<file path="config.mk">
export PLATFORM = sky130hd
export DESIGN_NAME = cga_alu_dbr_fifo_flat
export DESIGN_NICKNAME = d
export VERILOG_FILES = /design/src/rtl/cga_alu_pkg.sv /design/src/rtl/cga_alu_dbr_fifo_if.sv /design/src/rtl/cga_alu_dbr_mem.sv /design/src/rtl/cga_alu_dbr_fifo.sv /design/src/flat_wrapper.sv
export SDC_FILE = /design/constraint.sdc
export NUM_CORES = 1
export LEC_CHECK = 0
export ABC_AREA = 1
export CORE_MARGIN = 5
export CORE_UTILIZATION = 41
export CTS_BUF_LIST = sky130_fd_sc_hd__clkbuf_4 sky130_fd_sc_hd__clkbuf_8
export CTS_CLUSTER_DIAMETER = 150
export DETAILED_ROUTE_END_ITERATION = 10
export GPL_TIMING_DRIVEN = 0
export MAX_ROUTING_LAYER = met4
export PLACE_DENSITY_LB_ADDON = 0.25
export SETUP_SLACK_MARGIN = 0.4
export SYNTH_ARGS = -nofsm -noshare
export SYNTH_HDL_FRONTEND = slang
export SYNTH_HIERARCHICAL = 1
export SYNTH_SLANG_ARGS = --single-unit
</file>
<file path="constraint.sdc">
create_clock -name ALUCLK -period 4.3 [get_ports ALUCLK]
set_clock_uncertainty 0.15 [all_clocks]
set_input_delay 0.645 -clock ALUCLK [delete_from_list [all_inputs] [get_ports ALUCLK]]
set_output_delay 0.645 -clock ALUCLK [all_outputs]
set_load 0.01 [all_outputs]
</file>
<file path="src/rtl/cga_alu_pkg.sv">
// Shared constants for the CGA ALU data bus register.
// Default geometry and the FIFOEN encoding.
package cga_alu_pkg;

  localparam int DBR_WIDTH_DEF = 16;
  localparam int DBR_DEPTH_DEF = 4;

  localparam logic DBR_MODE_LEGACY = 1'b0;
  localparam logic DBR_MODE_FIFO   = 1'b1;

endpackage

</file>
<file path="src/rtl/cga_alu_dbr_fifo_if.sv">
// CD bus / ALU side signals of the data bus register.
// The master drives CD bus strobes and data; the slave (DBR) returns the head word and status.
interface cga_alu_dbr_fifo_if #(
  parameter int WIDTH = 16,
  parameter int DEPTH = 4
);
  logic [WIDTH-1:0]             CD_IN;
  logic                         LDDBRN;
  logic                         RDDBRN;
  logic                         FIFOEN;
  logic                         CLRERRN;
  logic [WIDTH-1:0]             DBR_OUT;
  logic                         DBREMPTY;
  logic                         DBRFULL;
  logic [$clog2(DEPTH+1)-1:0]   DBRCNT;
  logic                         DBROVF;
  logic                         DBRUNF;

  modport master (
    output CD_IN, LDDBRN, RDDBRN, FIFOEN, CLRERRN,
    input  DBR_OUT, DBREMPTY, DBRFULL, DBRCNT, DBROVF, DBRUNF
  );

  modport slave (
    input  CD_IN, LDDBRN, RDDBRN, FIFOEN, CLRERRN,
    output DBR_OUT, DBREMPTY, DBRFULL, DBRCNT, DBROVF, DBRUNF
  );
endinterface

</file>
<file path="src/rtl/cga_alu_dbr_mem.sv">
// DBR storage array: one synchronous write port, one asynchronous read port.
// No reset; contents are only meaningful between the FIFO pointers.
module cga_alu_dbr_mem #(
  parameter int WIDTH = 16,
  parameter int DEPTH = 4,
  localparam int PW   = $clog2(DEPTH)
) (
  input  logic             clk,
  input  logic             we,
  input  logic [PW-1:0]    wrAddr,
  input  logic [WIDTH-1:0] wrData,
  input  logic [PW-1:0]    rdAddr,
  output logic [WIDTH-1:0] rdData
);

  logic [WIDTH-1:0] mem [DEPTH];

  always_ff @(posedge clk) begin
    if (we) mem[wrAddr] <= wrData;
  end

  assign rdData = mem[rdAddr];

endmodule

</file>
<file path="src/rtl/cga_alu_dbr_fifo.sv">
// CGA ALU data bus register: legacy holding register or DEPTH-entry show-ahead FIFO.
// Pointers, occupancy, sticky error flags and the registered head word live here.
module cga_alu_dbr_fifo
  import cga_alu_pkg::*;
#(
  parameter int               WIDTH     = DBR_WIDTH_DEF,
  parameter int               DEPTH     = DBR_DEPTH_DEF,
  parameter logic [WIDTH-1:0] RESET_VAL = '0
) (
  input  logic               ALUCLK,
  input  logic               RESETN,
  cga_alu_dbr_fifo_if.slave  dbr
);

  localparam int PW = $clog2(DEPTH);
  localparam int CW = $clog2(DEPTH+1);

  logic [PW-1:0]    wrPtr, rdPtr, nextRd;
  logic [CW-1:0]    cnt, nextCnt;
  logic             fifoEnQ;
  logic [WIDTH-1:0] dbrOut, memRd, headWord;
  logic             emptyQ, fullQ, ovfQ, unfQ;
  logic             modeChg, fifoAct, push, pop, empty, full;
  logic             doPush, doPop, ovfEv, unfEv;

  always_comb begin
    modeChg  = (dbr.FIFOEN != fifoEnQ);
    fifoAct  = (dbr.FIFOEN == DBR_MODE_FIFO) && !modeChg;
    push     = fifoAct && !dbr.LDDBRN;
    pop      = fifoAct && !dbr.RDDBRN;
    empty    = (cnt == '0);
    full     = (cnt == CW'(DEPTH));
    // At full a simultaneous pop frees the slot; at empty the pop has nothing to take.
    doPush   = push && (!full || pop);
    doPop    = pop && !empty;
    ovfEv    = push && full && !pop;
    unfEv    = pop && empty;
    nextRd   = rdPtr + PW'(doPop);
    nextCnt  = modeChg ? '0 : cnt + CW'(doPush) - CW'(doPop);
    // Word being written this edge is the new head when it lands at the next read slot.
    headWord = (doPush && (wrPtr == nextRd)) ? dbr.CD_IN : memRd;
  end

  cga_alu_dbr_mem #(.WIDTH(WIDTH), .DEPTH(DEPTH)) u_mem (
    .clk    (ALUCLK),
    .we     (doPush && RESETN),
    .wrAddr (wrPtr),
    .wrData (dbr.CD_IN),
    .rdAddr (nextRd),
    .rdData (memRd)
  );

  always_ff @(posedge ALUCLK) begin
    if (!RESETN) begin
      wrPtr   <= '0;
      rdPtr   <= '0;
      cnt     <= '0;
      fifoEnQ <= DBR_MODE_LEGACY;
      dbrOut  <= RESET_VAL;
      emptyQ  <= 1'b1;
      fullQ   <= 1'b0;
      ovfQ    <= 1'b0;
      unfQ    <= 1'b0;
    end else begin
      fifoEnQ <= dbr.FIFOEN;
      if (modeChg) begin
        wrPtr <= '0;
        rdPtr <= '0;
      end else begin
        if (doPush) wrPtr <= wrPtr + PW'(1);
        if (doPop)  rdPtr <= nextRd;
      end
      cnt    <= nextCnt;
      emptyQ <= (nextCnt == '0);
      fullQ  <= (nextCnt == CW'(DEPTH));
      if (!modeChg) begin
        if (fifoAct) begin
          if (nextCnt != '0) dbrOut <= headWord;
        end else if (!dbr.LDDBRN) begin
          dbrOut <= dbr.CD_IN;
        end
      end
      ovfQ <= ovfEv || (ovfQ && dbr.CLRERRN);
      unfQ <= unfEv || (unfQ && dbr.CLRERRN);
    end
  end

  assign dbr.DBR_OUT  = dbrOut;
  assign dbr.DBRCNT   = cnt;
  assign dbr.DBREMPTY = emptyQ;
  assign dbr.DBRFULL  = fullQ;
  assign dbr.DBROVF   = ovfQ;
  assign dbr.DBRUNF   = unfQ;

endmodule
</file>
<file path="src/flat_wrapper.sv">
// flat-port wrapper written by rule: the top's interface ports become plain ports
module cga_alu_dbr_fifo_flat import cga_alu_pkg::*;
#(
  parameter int               WIDTH     = DBR_WIDTH_DEF,
  parameter int               DEPTH     = DBR_DEPTH_DEF,
  parameter logic [WIDTH-1:0] RESET_VAL = '0
)
  (ALUCLK, RESETN, dbr_CD_IN, dbr_LDDBRN, dbr_RDDBRN, dbr_FIFOEN, dbr_CLRERRN, dbr_DBR_OUT, dbr_DBREMPTY, dbr_DBRFULL, dbr_DBRCNT, dbr_DBROVF, dbr_DBRUNF);
  cga_alu_dbr_fifo_if #(.WIDTH(WIDTH), .DEPTH(DEPTH)) dbr_i ();
  input  logic ALUCLK;
  input  logic RESETN;
  input wire logic [$bits(dbr_i.CD_IN)-1:0] dbr_CD_IN;
  input wire logic [$bits(dbr_i.LDDBRN)-1:0] dbr_LDDBRN;
  input wire logic [$bits(dbr_i.RDDBRN)-1:0] dbr_RDDBRN;
  input wire logic [$bits(dbr_i.FIFOEN)-1:0] dbr_FIFOEN;
  input wire logic [$bits(dbr_i.CLRERRN)-1:0] dbr_CLRERRN;
  output wire logic [$bits(dbr_i.DBR_OUT)-1:0] dbr_DBR_OUT;
  output wire logic [$bits(dbr_i.DBREMPTY)-1:0] dbr_DBREMPTY;
  output wire logic [$bits(dbr_i.DBRFULL)-1:0] dbr_DBRFULL;
  output wire logic [$bits(dbr_i.DBRCNT)-1:0] dbr_DBRCNT;
  output wire logic [$bits(dbr_i.DBROVF)-1:0] dbr_DBROVF;
  output wire logic [$bits(dbr_i.DBRUNF)-1:0] dbr_DBRUNF;
  assign dbr_i.CD_IN = dbr_CD_IN;
  assign dbr_i.LDDBRN = dbr_LDDBRN;
  assign dbr_i.RDDBRN = dbr_RDDBRN;
  assign dbr_i.FIFOEN = dbr_FIFOEN;
  assign dbr_i.CLRERRN = dbr_CLRERRN;
  assign dbr_DBR_OUT = dbr_i.DBR_OUT;
  assign dbr_DBREMPTY = dbr_i.DBREMPTY;
  assign dbr_DBRFULL = dbr_i.DBRFULL;
  assign dbr_DBRCNT = dbr_i.DBRCNT;
  assign dbr_DBROVF = dbr_i.DBROVF;
  assign dbr_DBRUNF = dbr_i.DBRUNF;
  cga_alu_dbr_fifo #(.WIDTH(WIDTH), .DEPTH(DEPTH), .RESET_VAL(RESET_VAL)) u_core (.ALUCLK(ALUCLK), .RESETN(RESETN), .dbr(dbr_i));
endmodule
</file>
* Word-level counts from Yosys, hierarchy flattened
Memory sizes are Yosys's and may differ from the RTL's. Cells that the tools add are included.
Operators by class: reductions and logical operators 26, $add $sub $neg 4, mux-type cells 7, equal/unequal tests 6, bitwise gates (word level) 2
Operator list (number):
- 16-bit 2-to-1 mux | 4
- 1-bit logical AND | 12
- 3-bit equality test, second input constant | 2
- 1-bit logical NOT | 6
- 3-bit logical NOT | 2
- 3-bit by 1-bit adder with 3-bit output | 1
- 1-bit logical OR | 3
- 3-bit 2-to-1 mux | 1
- 3-bit AND reduction | 1
- 3-bit nonzero test | 1
- 3-bit by 1-bit subtractor with 3-bit output | 1
- 2-bit by 1-bit adder with 2-bit output | 1
- 2-bit by 1-bit adder with 2-bit output, second input constant | 1
- 2-bit equality test | 1
- 1-bit 2-to-1 mux | 2
- 2-bit by 1-bit inequality test with 1-bit output, second input constant | 1
- 2-bit inequality test, second input constant | 1
- 1-bit NOT | 2
- 2-bit OR reduction | 1
- 1-bit inequality test | 1
Word-level totals: output and inout port bits 23, bits of input ports 22, memories 1, word-level logic and storage cells 55, memory bits (writable) 64, register bits 28
Memories:
- u_core.u_mem.mem | words 4, bits a word 16, read ports 1, clocked after memory_dff 0, wr ports 1, RTL line cga_alu_dbr_mem.sv:16 | logic [WIDTH-1:0] mem [DEPTH];

* Logic depth before layout (Yosys ltp)
Gate-level depths: netlist (run 1).
depth in word-level cells 12, mapped depth 19, depth with buffers taken out 17

* Cells and area by module
Netlist (run 1), hierarchy kept.
Modules (own cells, without submodules):
- cga_alu_dbr_mem | sequential area each 1921.8 um2, area each 2758.9 um2, cells an instance 259, times used 1
- cga_alu_dbr_fifo | sequential area each 560.5 um2, area each 1711.6 um2, cells an instance 243, times used 1

* Worst setup path before layout (run 1)
OpenSTA, ideal clock, no wires.
path kind input port to flip-flop, start point input port dbr_FIFOEN, end point register u_core.dbrOut[10], in the netlist u_core/dbr.DBR_OUT[10], data arrival time 2.912 ns, buffers on the path 2, data required time 4.039 ns, cell stages on the path 16, path slack 1.127 ns, setup time 0.111 ns, cells stage by stage ha_1 -> buf_6 -> nand2_4 -> a21oi_1 -> ha_1 -> inv_1 -> ha_1 -> inv_1 -> fa_1 -> a21oi_1 -> inv_1 -> nand3_2 -> nand2_4 -> buf_6 -> nor2_1 -> nor2_1
On the way: elaborated cells between the ends (all ways) 23, those cells by class 3 x add/sub; 4 x eq/ne; 4 x mux; 1 x bitwise; 10 x reduce/logical; 1 x memory
RTL lines:
- start: declaration | RTL line flat_wrapper.sv:15 | input wire logic [$bits(dbr_i.FIFOEN)-1:0] dbr_FIFOEN;
- 1-bit inequality test | RTL line cga_alu_dbr_fifo.sv:27 | modeChg = (dbr.FIFOEN != fifoEnQ);
- 1-bit logical NOT | RTL line cga_alu_dbr_fifo.sv:28 | fifoAct = (dbr.FIFOEN == DBR_MODE_FIFO) && !modeChg;
- 1-bit logical AND (*) | RTL line cga_alu_dbr_fifo.sv:28
- 1-bit logical AND (*) | RTL line cga_alu_dbr_fifo.sv:30 | pop = fifoAct && !dbr.RDDBRN;
- 1-bit logical AND (*) | RTL line cga_alu_dbr_fifo.sv:35 | doPop = pop && !empty;
- via u_core.doPop | RTL line cga_alu_dbr_fifo.sv:24 | logic doPush, doPop, ovfEv, unfEv;
- parallel branches: the longest is 6 deep, another holds memory 4 x 16 bit
- end signal: assignment | RTL line cga_alu_dbr_fifo.sv:78 | if (nextCnt != '0) dbrOut <= headWord;
- end signal: assignment | RTL line cga_alu_dbr_fifo.sv:80 | dbrOut <= dbr.CD_IN;
- end: declaration | RTL line cga_alu_dbr_fifo.sv:21 | logic [WIDTH-1:0] dbrOut, memRd, headWord;
Mark *: on every way through the listed nets, which the timed path passes. The select of a mux whose other input is x is not followed. A chain may end at the register's enable or synchronous reset.

* Worst setup path in the final report (run 1)
start point input port dbr_FIFOEN, end point register u_core.dbrOut[3], in the netlist u_core/dbr.DBR_OUT[3]
Same word-level chain as after synthesis.

==> summary.md, run 1 <==
| Metric | Value |
|---|---|
| Post-Syn Instances | `502` |
| Crit end category | `flip-flop` |
| Static leakage | `2.41 nW` |
| Crit path required time | `4.44 ns` |
| Area growth, synth to finish | `19.9%` |
| Status | `finished, final reports clean` |
| Syn Area/Cell | `8.91 um^2` |
| WS Path Type | `in -> reg` |
| Worst-Margin Slew | `0.882 ns` |
| Worst hold path class | `reg -> reg` |
| Die area | `13100 um^2` |
| Final setup viols | `0` |
| GPL Wtd Cong | `0.828` |
| Via count | `3262` |
| Number of synthesized register bits | `92` |
| Setup crit start kind | `input pin` |
| Final net count | `588` |
| CP delay by family, top | `adder cells` |
| Worst slew margin | `40.9%` |
| Pwr per Cell Area | `324 nW/um^2` |
| # port buffers | `43` |
| Ys Warns | `6` |
| # rows | `38` |
| Iteration-0 DRC Markers | `156` |
| Most frequent cells in the layout | `151 x nand2_1, 102 x inv_1, 64 x edfxtp_1` |
| Max_cap viols | `0` |
| Core area | `10700 um^2` |
| Initial antenna violation count | `0` |
| CP bufs+invs | `6` |
| Grt ovf | `0` |
| Yosys cell types | `28` |
| Final count of pins violating max slew | `0` |
| Largest net degree at the start of global routing | `15` |
| RSZ-0062 raised after global routing | `false` |
| Post-synth top area share | `43.0%` |
| Max Clock Freq | `279 MHz` |
| Starting Density | `41.6%` |
| Post-CTS Setup Bufs | `0` |
| Total CTS buffers | `9` |
| Die width | `114 um` |
| Slowest CP cell | `clkdlybuf4s50_1` |
| Antenna Nets Post-Route | `0` |
| Maximum clock path buffer count | `2` |
| Boundary pin count | `45` |
| CTS tree | `built` |
| Clock Sinks | `92` |
| Final wirelength | `9.90 mm` |
| CP cell instances | `clkdlybuf4s50_1, ha_1, buf_6, nand2_4, a21oi_2, ha_1, inv_1, ha_1, inv_1, fa_1, a21oi_1, inv_1, nand3_2, nand2_4, buf_6, nand2_1, nand2_1, nor2_1` |
| Drt wl/cell | `14.0 um` |
| Post-Layout Cell Count | `706` |
| Vias in the first global route | `3278` |
| Tot GR Track Use | `16.6%` |
| Clk_lat worst skew | `0.35 ns` |
| Worst VDD drop | `0.204 mV` |
| Fill count | `1038` |
| Die Y | `114 um` |
| Final min period | `3.58 ns` |
| Cell Area, Synth | `4470 um^2` |
| CP max FO | `10` |
| Via-to-Cell Ratio | `4.62` |
| Layout cells sized above 1 | `14.3%` |
| Total power | `1.74 mW` |
| Final Cycle Share | `83.2%` |
| H-tree depth | `3` |
| Area leader, netlist | `edfxtp_1` |
| Residual DRC | `0` |
| Drt first pass iters | `4` |
| CP max stage delay | `0.49 ns` |
| Clock tree root buffer cell | `clkbuf_8` |
| HPWL Detailed | `7.18 mm` |
| Wire length of the first global-routing pass | `16.1 mm` |
| Arrival time worst endpoint | `3.72 ns` |
| Placed insts | `690` |
| Clk pin slew, worst setup/hold paths | `0.09 ns` |
| Syn_nets | `529` |
| ANT cells | `0` |
| Leading cell type in the layout, fill and taps excluded | `nand2_1` |
| Synth area leaders | `edfxtp_1 43%, nand2_1 13%, dfxtp_1 13%` |
| Fin. Hold Viols | `0` |
| Register area share after synthesis | `55.5%` |
[worst paths after layout]
path	slack (ns)	cells past startpoint	end	start
worst max-delay path	0.72	18	u_core/dbr.DBR_OUT[3]$_SDFFE_PN0P_	dbr_FIFOEN
worst min-delay path	0.32	2	u_core/dbr.DBRUNF$_SDFF_PN0_	u_core/dbr.DBRUNF$_SDFF_PN0_
worst max register to register	1.19	17	u_core/dbr.DBR_OUT[3]$_SDFFE_PN0P_	u_core/fifoEnQ$_SDFF_PN0_
worst min register to register	0.32	2	u_core/dbr.DBRUNF$_SDFF_PN0_	u_core/dbr.DBRUNF$_SDFF_PN0_
[state kept, by name, summed over array words and instances, names as in the netlist]
| name | cells |
|---|---|
| u_core/u_mem/mem | 64 |
| u_core/rdPtr | 2 |
| u_core/dbr.DBROVF | 1 |
| u_core/dbr.DBRFULL | 1 |
| u_core/fifoEnQ | 1 |
| u_core/dbr.DBRCNT | 3 |
| u_core/dbr.DBR_OUT | 16 |
| u_core/dbr.DBRUNF | 1 |
| u_core/wrPtr | 2 |
| u_core/dbr.DBREMPTY | 1 |
[layout make-up]
type                    instances  area (um^2)  area share (%)
flip-flops and latches         92         2480            46.3
plain buffers                  19          181            3.38
inverters                     105          397            7.40
clock inverters                 4         46.3           0.863
repair buffers                 48          487            9.08
clock buffers                  12          159            2.96
well taps                     140          175            3.27
multi-input cells             286         1430            26.7
[cells by family after synthesis]
group / after synthesis / share of synthesized area [%]
and+or+nand+nor: 269 / 28.3
buffers and inverters: 124 / 12.9
DFF: 92 / 55.5
AOI/OAI and AO/OA: 12 / 1.71
adders and majority gates: 5 / 1.57
[worst min-delay path: cells and delay by family (launching register included)]
kind | cells | cell delay, ns
AOI/OAI and AO/OA | 1 | 0.05
DFF | 1 | 0.32
and+or+nand+nor | 1 | 0.06
[where the power goes]
group	leakage (nW)	internal [mW]	switching (mW)	total, mW
registers	0.805	0.962	0.0101	0.972
clock network	0.110	0.306	0.290	0.596
logic	1.50	0.0783	0.0884	0.167
[repair_timing]
item | CTS | global route
endpoints found under the setup margin | 0 | 14
hold buffers | 0 | 0
gates resized for setup | 0 | 1
[layer usage]
| metal | track usage [%] | share of wire (%) | vias to the layer above |
|---|---|---|---|
| li1 | - | - | 1663 |
| met1 | 20.3 | 44 | 1521 |
| met2 | 27.7 | 50 | 67 |
| met3 | 4.23 | 5.1 | 11 |
| met4 | 3.96 | 1.1 | 0 |
| met5 | - | 0 | - |
[Yosys cell counts (all sizes together)]
cell type and count:
nand3 54, buf 19, edfxtp 64, o21ai 2, inv 105, nand2 166
nor2 41, a21oi 8, dfxtp 28, fa 1, a211oi 1, nor3 5
nand3b 1, nand4 2, o21bai 1, ha 4
[stage by stage]
stage	util, %	hold WS [ns]	setup slack (ns)	setup TNS [ns]	cell area, um^2
5_1_grt	49.9	0.358	0.516	0	5360
3_5_place_dp	48.0	0.315	0.189	0	5150
3_3_place_gp	47.2	0.310	-0.217	-11.67	5080
2_1_floorplan	-	0.326	1.13	0	4470
4_1_cts	49.9	0.328	0.560	0	5360
6_report	49.9	0.323	0.722	0	5360
No activity file was read; power rests on OpenSTA's default activity.
==> run 2: changes to the inputs <==
==> constraint.sdc (replaced) <==
create_clock -name ALUCLK -period 3.46 [get_ports ALUCLK]
set_clock_uncertainty 0.15 [all_clocks]
set_input_delay 0.519 -clock ALUCLK [delete_from_list [all_inputs] [get_ports ALUCLK]]
set_output_delay 0.519 -clock ALUCLK [all_outputs]
set_load 0.01 [all_outputs]
==> summary.md, run 2 (synthesized netlist as in run 1, its figures left out) <==
| Metric | Value |
|---|---|
| Status | `finished, final reports clean (unchanged)` |
| Most frequent cells in the layout | `150 x nand2_1, 99 x inv_1, 64 x edfxtp_1 (was 151 x nand2_1, 102 x inv_1, 64 x edfxtp_1)` |
| Antenna Nets Post-Route | `0 (unchanged)` |
| Post-layout util | `51.5% (was 49.9%)` |
| Grt ovf | `0 (unchanged)` |
| Sw Pwr | `0.493 mW (was 0.389 mW)` |
| Fill count | `1015 (was 1038)` |
| Final min period | `2.95 ns` |
| Boundary pin count | `45 (unchanged)` |
| Area growth, synth to finish | `23.8% (was 19.9%)` |
| Worst slew margin | `41.3% (was 40.9%)` |
| Die width | `114 um (unchanged)` |
| Pre-CTS setup slack | `-0.525 ns (was 0.189 ns)` |
| HPWL Detailed | `7.18 mm (unchanged)` |
| Final count of pins violating max slew | `0 (unchanged)` |
| Crit end category | `flip-flop (unchanged)` |
| Max FFs per register | `64 (unchanged)` |
| TNS Setup | `0 ns (unchanged)` |
| Finished Cell Area | `5540 um^2 (was 5360 um^2)` |
| Layout cells sized above 1 | `18.2% (was 14.3%)` |
| Reg with most FFs | `u_core/u_mem/mem (unchanged)` |
| Register-to-register setup slack | `0.55 ns (was 1.19 ns)` |
| ANT cells | `0 (unchanged)` |
| Leading cell type in the layout, fill and taps excluded | `nand2_1 (unchanged)` |
| Setup crit start kind | `input pin (unchanged)` |
| Fin. Hold Viols | `0 (unchanged)` |
| Die Y | `114 um (unchanged)` |
| DP Area | `5150 um^2 (unchanged)` |
| Sequential cell area | `2480 um^2 (unchanged)` |
| Metal2 WL | `5.04 mm (was 4.93 mm)` |
| DRT met1 WL | `4.53 mm (was 4.35 mm)` |
| Via count | `3340 (was 3262)` |
| Clk pin slew, worst setup/hold paths | `0.09 ns (about the same)` |
| Final net count | `599 (was 588)` |
| Clk_lat worst skew | `0.35 ns (about the same)` |
| Top Metal Used | `met4 (unchanged)` |
| Drt wl/cell | `14.3 um (was 14.0 um)` |
| Vias in the first global route | `3316 (was 3278)` |
| Internal Power | `1.69 mW (was 1.35 mW)` |
| Worst setup margin | `0.507 ns (was 0.722 ns)` |
| Crit path required time | `3.57 ns (was 4.44 ns)` |
| Max_cap viols | `0 (unchanged)` |
| Maximum clock path buffer count | `2 (unchanged)` |
| Pwr per Cell Area | `394 nW/um^2 (was 324 nW/um^2)` |
| Max Clock Freq | `339 MHz` |
| Logic pwr share | `10.7% (was 9.6%)` |
| H-tree depth | `3 (unchanged)` |
| Starting Density | `41.6% (unchanged)` |
| Largest net degree at the start of global routing | `15 (unchanged)` |
| Clk pwr share | `33.9% (was 34.3%)` |
| Iteration-0 DRC Markers | `183 (was 156)` |
| Clock tree root buffer cell | `clkbuf_8 (unchanged)` |
| Total CTS buffers | `9 (unchanged)` |
| Final wirelength | `10.3 mm (was 9.90 mm)` |
| Drt first pass iters | `4 (unchanged)` |
| Sw frac | `22.6% (was 22.4%)` |
| Worst VDD drop | `0.253 mV (was 0.204 mV)` |
| CTS tree | `built (unchanged)` |
| Static leakage | `2.49 nW (was 2.41 nW)` |
| Final setup viols | `0 (unchanged)` |
| Sequential Power Share | `55.4% (was 56.0%)` |
| Via-to-Cell Ratio | `4.66 (was 4.62)` |
| Wire length of the first global-routing pass | `16.3 mm (was 16.1 mm)` |
| RSZ-0062 raised after global routing | `false (unchanged)` |
| CP max FO | `8 (was 10)` |
| Worst-Margin Slew | `0.876 ns (was 0.882 ns)` |
| Area of the multi-input gates | `1480 um^2 (was 1430 um^2)` |
| Worst hold path class | `in -> reg (was reg -> reg)` |
| # port buffers | `43 (unchanged)` |
| Min Hold Slack | `0.322 ns (was 0.323 ns)` |
| GPL Wtd Cong | `0.828 (unchanged)` |
| Tot GR Track Use | `16.8% (was 16.6%)` |
| Die area | `13100 um^2 (unchanged)` |
| Arrival time worst endpoint | `3.06 ns (was 3.72 ns)` |
| Final Cycle Share | `85.3%` |
| # hold bufs at CTS | `0 (unchanged)` |
| Core area | `10700 um^2 (unchanged)` |
| Met3 WL | `571 um (was 501 um)` |
| # rows | `38 (unchanged)` |
| Initial antenna violation count | `0 (unchanged)` |
| Clock Sinks | `92 (unchanged)` |
| WS Path Type | `in -> reg (unchanged)` |
| Residual DRC | `0 (unchanged)` |
==> run 2: final timing paths <==
check                                                   from                                  end  cells past startpoint
worst max-delay path                              dbr_FIFOEN  u_core/dbr.DBR_OUT[14]$_SDFFE_PN0P_                     18
worst max register to register     u_core/fifoEnQ$_SDFF_PN0_  u_core/dbr.DBR_OUT[14]$_SDFFE_PN0P_                     17
worst min register to register  u_core/dbr.DBRUNF$_SDFF_PN0_         u_core/dbr.DBRUNF$_SDFF_PN0_                      2
worst min-delay path                                  RESETN   u_core/dbr.DBR_OUT[6]$_SDFFE_PN0P_                      3
==> run 2: cell type report <==
type,instances,share of cell area [%]
repair buffers,59,11.0
flip-flops and latches,92,44.8
well taps,140,3.16
inverters,105,7.17
clock buffers,12,2.87
plain buffers,19,3.41
clock inverters,4,0.836
multi-input cells,286,26.7
==> run 2: repair_timing <==
item | 4_1_cts | 5_1_grt
hold endpoints to repair | 0 | 0
setup endpoints to repair | 18 | 16
buffers inserted | 4 | 4
cloned | 1 | 2
pin swaps | 3 | 12
gates resized for setup | 9 | 14
==> run 2: through the flow <==
stage	std cells	total power, mW
4_1_cts	711	2.19
2_1_floorplan	502	1.34
5_1_grt	717	2.28
3_3_place_gp	685	1.44
3_5_place_dp	690	1.44
6_report	717	2.18
==> run 2: power groups by stage <==
stage / clock network, mW / registers [mW] / logic (mW)
detailed placement: 0 / 1.23 / 0.209
finish: 0.741 / 1.21 / 0.233
global route: 0.810 / 1.21 / 0.256
floorplan: 0 / 1.24 / 0.0992
CTS: 0.763 / 1.21 / 0.217
global placement: 0 / 1.23 / 0.204
==> run 2: metal layers <==
metal,global-route usage (%),up-vias
met5,-,-
met4,3.96,0
met3,4.23,13
met2,28.0,78
met1,20.6,1565
li1,-,1684
==> run 2: critical path, stage by stage <==
cell	delay (ns)
clkdlybuf4s15_1	0.20
ha_2	0.21
buf_6	0.13
nand2_8	0.06
nand3_4	0.08
nand2_4	0.06
ha_1	0.26
inv_1	0.06
ha_2	0.15
inv_1	0.04
fa_1	0.48
a21oi_2	0.22
inv_2	0.06
nand3_2	0.07
nand2_4	0.11
clkbuf_16	0.19
nor2_1	0.11
nor2_1	0.04
